`src/rtl/cfu_accel_pkg.sv`:
```
// Shared types and sizes for the CFU accelerator input path.
package cfu_accel_pkg;
  localparam int DEPTH_DEF = 128;
  localparam int CNT_W     = 9;
  localparam int DATA_W    = 32;

  typedef enum logic [2:0] {
    S_IDLE,
    S_WAIT,
    S_SETTLE,
    S_PRESENT,
    S_DONE
  } drain_state_e;
endpackage

```
`src/rtl/cfu_input_drain_ctrl.sv`:
```
// Drains the CFU input buffer in fixed-length bursts onto a valid/ready stream; at most one word per two cycles.
// Optional stall performance counter enabled by CFU_DRAIN_PERF_EN.
module cfu_input_drain_ctrl
  import cfu_accel_pkg::*;
#(
  parameter int DEPTH = DEPTH_DEF,
  parameter int NB_W  = 16
) (
  input  logic              clk,
  input  logic              rst_n,
  input  logic              start,
  input  logic              abort,
  input  logic [CNT_W-1:0]  burst_len,
  input  logic [NB_W-1:0]   num_bursts,
  output logic              buf_read_en,
  output logic              buf_clear,
  input  logic [DATA_W-1:0] buf_read_data,
  input  logic [CNT_W-1:0]  buf_count,
  output logic              out_valid,
  output logic [DATA_W-1:0] out_data,
  output logic              out_last,
  input  logic              out_ready,
  output logic              busy,
  output logic              done,
  output logic              err,
  output logic [31:0]       stall_cycles
);

  localparam logic [CNT_W-1:0] DEPTH_C = CNT_W'(DEPTH);
  localparam int               NBP     = NB_W + 1;

  drain_state_e     state_q, state_d;
  logic [CNT_W-1:0] blen_q, blen_d;
  logic [NB_W-1:0]  nbur_q, nbur_d;
  logic [CNT_W-1:0] wcnt_q, wcnt_d;
  logic [NB_W-1:0]  bcnt_q, bcnt_d;
  logic             err_q, err_d;
  logic             clr_q;

  logic illegal_cfg;
  logic start_ok;
  logic last_word;
  logic more_bursts;

  assign illegal_cfg = (burst_len == '0) || (burst_len > DEPTH_C) || (num_bursts == '0);
  assign start_ok    = (state_q == S_IDLE) && start && !abort && !illegal_cfg;
  assign last_word   = (wcnt_q == blen_q - CNT_W'(1));
  assign more_bursts = ({1'b0, bcnt_q} + NBP'(1)) < {1'b0, nbur_q};

  always_ff @(posedge clk or negedge rst_n) begin
    if (!rst_n) begin
      state_q <= S_IDLE;
      blen_q  <= '0;
      nbur_q  <= '0;
      wcnt_q  <= '0;
      bcnt_q  <= '0;
      err_q   <= 1'b0;
      clr_q   <= 1'b0;
    end else begin
      state_q <= state_d;
      blen_q  <= blen_d;
      nbur_q  <= nbur_d;
      wcnt_q  <= wcnt_d;
      bcnt_q  <= bcnt_d;
      err_q   <= err_d;
      clr_q   <= abort;
    end
  end

  always_comb begin
    state_d = state_q;
    blen_d  = blen_q;
    nbur_d  = nbur_q;
    wcnt_d  = wcnt_q;
    bcnt_d  = bcnt_q;
    err_d   = 1'b0;
    // Abort overrides any start or handshake in the same cycle.
    if (abort) begin
      state_d = S_IDLE;
    end else begin
      unique case (state_q)
        S_IDLE: begin
          if (start) begin
            if (illegal_cfg) begin
              err_d = 1'b1;
            end else begin
              blen_d  = burst_len;
              nbur_d  = num_bursts;
              wcnt_d  = '0;
              bcnt_d  = '0;
              state_d = S_WAIT;
            end
          end
        end
        S_WAIT: begin
          if (buf_count >= blen_q) state_d = S_SETTLE;
        end
        // Buffer read data lags a pointer move or first write by one cycle.
        S_SETTLE: state_d = S_PRESENT;
        S_PRESENT: begin
          if (out_ready) begin
            wcnt_d = wcnt_q + CNT_W'(1);
            if (!last_word) begin
              state_d = S_SETTLE;
            end else if (more_bursts) begin
              wcnt_d  = '0;
              bcnt_d  = bcnt_q + NB_W'(1);
              state_d = S_WAIT;
            end else begin
              state_d = S_DONE;
            end
          end
        end
        S_DONE:  state_d = S_IDLE;
        default: state_d = S_IDLE;
      endcase
    end
  end

  assign out_valid   = (state_q == S_PRESENT);
  assign out_data    = out_valid ? buf_read_data : '0;
  assign out_last    = out_valid && last_word;
  assign buf_read_en = out_valid && out_ready && !abort;
  assign buf_clear   = clr_q;
  assign busy        = (state_q != S_IDLE);
  assign done        = (state_q == S_DONE);
  assign err         = err_q;

`ifdef CFU_DRAIN_PERF_EN
  logic [31:0] stall_q;
  logic        stall_inc;

  assign stall_inc = (state_q == S_WAIT) || ((state_q == S_PRESENT) && !out_ready);

  always_ff @(posedge clk or negedge rst_n) begin
    if (!rst_n) begin
      stall_q <= '0;
    end else if (start_ok) begin
      stall_q <= '0;
    end else if (stall_inc && (stall_q != '1)) begin
      stall_q <= stall_q + 32'd1;
    end
  end

  assign stall_cycles = stall_q;
`else
  assign stall_cycles = '0;
`endif

endmodule

```
`config.mk`:
```
export PLATFORM = sky130hd
export DESIGN_NAME = cfu_input_drain_ctrl
export DESIGN_NICKNAME = d
export VERILOG_FILES = /design/src/rtl/cfu_accel_pkg.sv /design/src/rtl/cfu_input_drain_ctrl.sv
export SDC_FILE = /design/constraint.sdc
export NUM_CORES = 1
export LEC_CHECK = 0
export ABC_CLOCK_PERIOD_IN_PS = 4200
export BUFFER_PORTS_ARGS = -buffer_cell sky130_fd_sc_hd__buf_2
export CORE_ASPECT_RATIO = 0.5
export CORE_MARGIN = 2
export CORE_UTILIZATION = 35
export CTS_BUF_LIST = sky130_fd_sc_hd__clkbuf_4
export DETAILED_ROUTE_END_ITERATION = 16
export PLACE_DENSITY = 0.68
export SKIP_CTS_REPAIR_TIMING = 1
export SLEW_MARGIN = 10
export SYNTH_ARGS = -nofsm -noshare
export SYNTH_HDL_FRONTEND = slang
export SYNTH_SLANG_ARGS = --single-unit
```
`constraint.sdc`:
```
create_clock -name clk -period 4.2 [get_ports clk]
set_input_delay 0.84 -clock clk [delete_from_list [all_inputs] [get_ports clk]]
set_output_delay 0.84 -clock clk [all_outputs]
set_load 0.02 [all_outputs]
```
After elaboration in Yosys (flattened, before gate mapping):

Cells that the tools add are included.

* memories kept: 0
* register bits after elaboration: 55
* bits in latches: 0
* RAM bits: 0
* bits in read-only memories: 0
* output and inout port bits: 71
* word-level logic and storage cells: 70

* equal/unequal tests: 14
* multipliers: 0
* divide/modulo/power cells: 0
* bitwise logic cells: 2
* shift-type cells: 0
* $add $sub $neg: 4
* $lt $le $gt $ge: 3
* mux-type cells: 25
* reduce and logical (&&, ||, !) cells: 15

Operators with widths (number)
* $mux 16: 5
* $mux 9: 5
* $mux 32: 1
* $pmux 16 s2: 1
* $mux 3: 7
* $pmux 9 s2: 1
* $add 16x1->17 const B: 1
* $lt 17x16->1: 1
* $add 16x1->16 const B: 1
* $logic_not 16->1: 1
* $pmux 3 s4: 1
* $add 9x1->9 const B: 1
* $eq 9x9->1: 1
* $ge 9x9->1: 1
* $gt 9x8->1 const B: 1
* $logic_not 9->1: 1
* $ne 3x3->1 const B: 3
* $sub 9x1->9 const B: 1
* $reduce_and 4->1: 2
* $reduce_and 7->1: 1
* $eq 3x2->1 const B: 2
* $ne 2x1->1 const B: 3
* $reduce_and 5->1: 1
* $mux 1: 4
* 11 further kinds: 16

Longest topological paths before layout:

* depth after elaboration: 7
* depth in mapped cells: 16
* gate-level depth less buffers: 14

Least setup slack after synthesis:

OpenSTA, ideal clock, no wires.

* path type: register to register
* start point: register bcnt_q[0]
* end point: register bcnt_q[8]
* setup time: 0.120 ns
* slack: 0.949 ns
* clock period less this slack: 3.251 ns
* arrival: 3.132 ns
* stages on the path, launching flop included: 17
* path through: dfrtp_1 ha_1 nand3_1 nor3_2 nand2_1 or2_2 nand2_1 ha_1 a21o_1 a21o_1 a41oi_1 o21a_1 and3_1 buf_4 buf_6 nand3_1 a31o_1

* longest elaborated chain between the ends: 5
* elaborated cells on any way between the ends: 9

RTL lines
* start: declaration: line cfu_input_drain_ctrl.sv:36 `logic [NB_W-1:0] bcnt_q, bcnt_d;`
* start signal: assignment: line cfu_input_drain_ctrl.sv:64 `bcnt_q <= bcnt_d;`
* parallel branches: the longest is 5 deep, another holds $add 16x1->17

Several ways; the timed one is not identified. The select of a mux whose other input is x is not followed.
A chain may end at the register's enable or synchronous reset.

Worst setup path after layout:

* start point: register bcnt_q[0]
* end point: register bcnt_q[5]

The elaborated chain is that of the path after synthesis.

==> reports/qor.txt <==
Outcome: finished, final reports clean
Worst Skew: 0.00790 ns
Clock buffer depth: 2
Crit. End Element: flop
Setup violations, final: 0
Largest family of logic cells by synthesized area: simple AND/OR/NAND/NOR gates
Final Max Slew Viols: 0
Vias in the first global route: 3,190
Mux contribution to synthesized area: 0.499%
Post-synth top area share: 34.3%
Worst EP required: 4.51 ns
Synth top cells by count: 55 x dfrtp_1, 52 x nand2_1, 35 x and2_1, 33 x buf_4, 32 x inv_1
Hold Vio Cnt, Final: 0
Count leader, synth: dfrtp_1
Crit path arrival time: 4.20 ns
Pwr Total: 1.96 mW
Die area: 12,400 um^2
Root buf cell: clkbuf_4
Layout cells sized above 1: 23.5%
Synth Area in Adders: 8.42%
Seq/Total Area, Yosys: 34.3%
Max Cap Viol: 0
First DRT Iteration DRCs: 144
Sw frac: 41.3%
RSZ-0062 raised after global routing: false
Slew HR: 49.1%
Synth Area in XOR/XNOR: 5.46%
Dpl hpwl: 7160 um
TritonCTS clock tree: yes
DP Area: 4580 um^2
Worst-Margin Slew: 0.763 ns
#FFs+latches synth: 55
Psw: 0.811 mW
Worst-path clk slew: 0.15 ns
Logic pwr share: 45.6%
Final Cell Area: 4660 um^2
Async S/R FF share, synth: 100%
Final wirelength: 9220 um
Placed insts: 708
Period utilization: 92.7%
Via density: 4.86
Hold Path Class: in -> async
Die Height: 79.7 um
Routed vias: 3,478
Nets: 668
Complex-gate fraction of the synthesized area: 15.8%
Final min period: 3.89 ns
Largest net degree at the start of global routing: 35
Startpoint types: flop
Syn Area/Cell: 8.59 um^2
Post-Syn Instances: 467
Mapped Area: 4010 um^2
Layout Area Growth over Synthesis: 16.0%
Total CTS buffers: 5
I/O Buffers: 109
Diode count: 0
First-pass DRT Iterations: 4
First-pass GRT wire length: 15,300 um
Fmax: 257 MHz
Initial antenna violation count: 0
Int Pwr: 1.15 mW
Simple-gate share of the synthesized area: 24.3%
Clock share of power: 15.1%
Top cells by area, synth: dfrtp_1 34%, ha_1 8.4%, buf_4 6.2%, and2_1 5.5%, nand2_1 4.9%
Post-synth top area cell: dfrtp_1
Register share of total power: 39.3%
FP Rows: 27
IO Count: 142
CP Max Fanout: 10
Pwr Density: 422 nW/um^2
H-Tree Depth: 2
Worst ir drop on vdd: 0.144 mV
Initial core utilization: 36.2%
Grt ovf: 0
Routed length per instance: 12.9 um
Distinct cell type count after synthesis: 57
Pleak: 2.46 nW
Detailed-route DRC error count: 0
Routability cong.: 0.865
Post-synth EDFFs: 0
Fin cells: 715
Number of routed nets with antenna violations: 0
Setup TNS: 0 ns
Total GRT Usage: 15.2%
Clk_lat worst skew: 0.39 ns
Chip width: 155 um
Total clock sinks: 55
Synth Flop Type: dfrtp_1
Syn. warnings: 0
Core area: 11,100 um^2
Kind of critical path: reg -> reg
## per-layer routing
metal / track usage (%) / up-vias / share of wire, %
met1: 19.7 / 1586 / 47
met4: 4.77 / 0 / 1.2
li1: - / 1775 / -
met3: 1.90 / 10 / 4.3
met5: 0 / - / 0
met2: 26.9 / 107 / 48
## power by group through the flow
stage	combinational, mW	sequential (mW)	clock (mW)
2_1_floorplan	0.722	0.735	0
3_3_place_gp	0.878	0.779	0
3_5_place_dp	0.893	0.781	0
4_1_cts	0.902	0.770	0.311
5_1_grt	1.01	0.793	0.326
6_report	0.896	0.771	0.296
## path summary, 6_finish.rpt
path,to,slack [ns],startpoint,depth (start not counted)
setup / recovery,bcnt_q[5]$_DFFE_PN0P_,0.31,bcnt_q[0]$_DFFE_PN0P_,14
hold / removal,nbur_q[5]$_DFFE_PN0P_,0.49,rst_n,1
setup reg to reg,bcnt_q[5]$_DFFE_PN0P_,0.31,bcnt_q[0]$_DFFE_PN0P_,14
hold reg to reg,nbur_q[0]$_DFFE_PN0P_,0.53,nbur_q[0]$_DFFE_PN0P_,2
max in group asynchronous,blen_q[7]$_DFFE_PN0P_,2.91,rst_n,2
min in group clk,nbur_q[0]$_DFFE_PN0P_,0.53,nbur_q[0]$_DFFE_PN0P_,2
## cell type report
type	instances	area, um^2
fill	1120	6420
multi-input combinational	360	2300
sequential	55	1380
timing repair buffer	116	598
tap	145	181
inverter	32	120
clock buffer	6	45.0
clock inverter	1	30.0
## placed cells by master, fill, tap and decap left out, types with 4 or more instances in the layout
| cell | count |
|---|---|
| a31o_1 | 4 |
| nand4_1 | 12 |
| and2_1 | 35 |
| conb_1 | 32 |
| clkbuf_4 | 6 |
| and3_1 | 9 |
| nand2b_1 | 6 |
| dfrtp_1 | 55 |
| nor4_1 | 6 |
| nand2_1 | 52 |
| o21ai_1 | 26 |
| ha_1 | 27 |
| or3_1 | 7 |
| nor2_1 | 17 |
| xor2_1 | 13 |
| nand3_1 | 9 |
| buf_4 | 7 |
| a21oi_1 | 11 |
| o21ai_0 | 8 |
| xnor2_1 | 12 |
| a21o_1 | 10 |
| or2_2 | 5 |
| nor3_1 | 7 |
| inv_1 | 32 |
| and4_1 | 4 |
| a32o_1 | 5 |
| buf_2 | 109 |
## metrics by stage
step                      hold slack, ns  utilization, %  setup slack [ns]
after global placement             0.478            41.3             0.560
after floorplan                    0.446               -             0.949
final                              0.494            42.0             0.307
after detailed placement           0.479            41.3             0.391
after global routing               0.551            42.0            0.0134
after CTS                          0.510            42.0             0.352
## critical path, cell delays in order, from the launching register on
cell	delay (ns)
dfrtp_1	0.47
ha_1	0.26
nand3_1	0.22
nor3_2	0.49
and3_1	0.24
xor2_1	0.19
ha_1	0.27
a21oi_1	0.13
o21ai_0	0.14
a211oi_1	0.26
o21a_1	0.26
and3_1	0.31
buf_4	0.22
nand4_1	0.12
a31o_1	0.23
## registers in the layout (all words and copies together), names as in the netlist
signal     cells
nbur_q        16
bcnt_q        16
state_q        3
err            1
buf_clear      1
blen_q         9
wcnt_q         9
## kinds of logic (layout without fill, tap and decap cells)
kind of cell,count (synthesis),after routing
adder cells (fa/ha/maj),27,27
other,1,32
AND/OR/NAND/NOR,181,181
AO/OA/AOI/OAI,93,93
multiplexers,2,2
buffers and inverters,83,155
XOR/XNOR,25,25
flip-flops,55,55
Power figures use the tool's default switching activity.
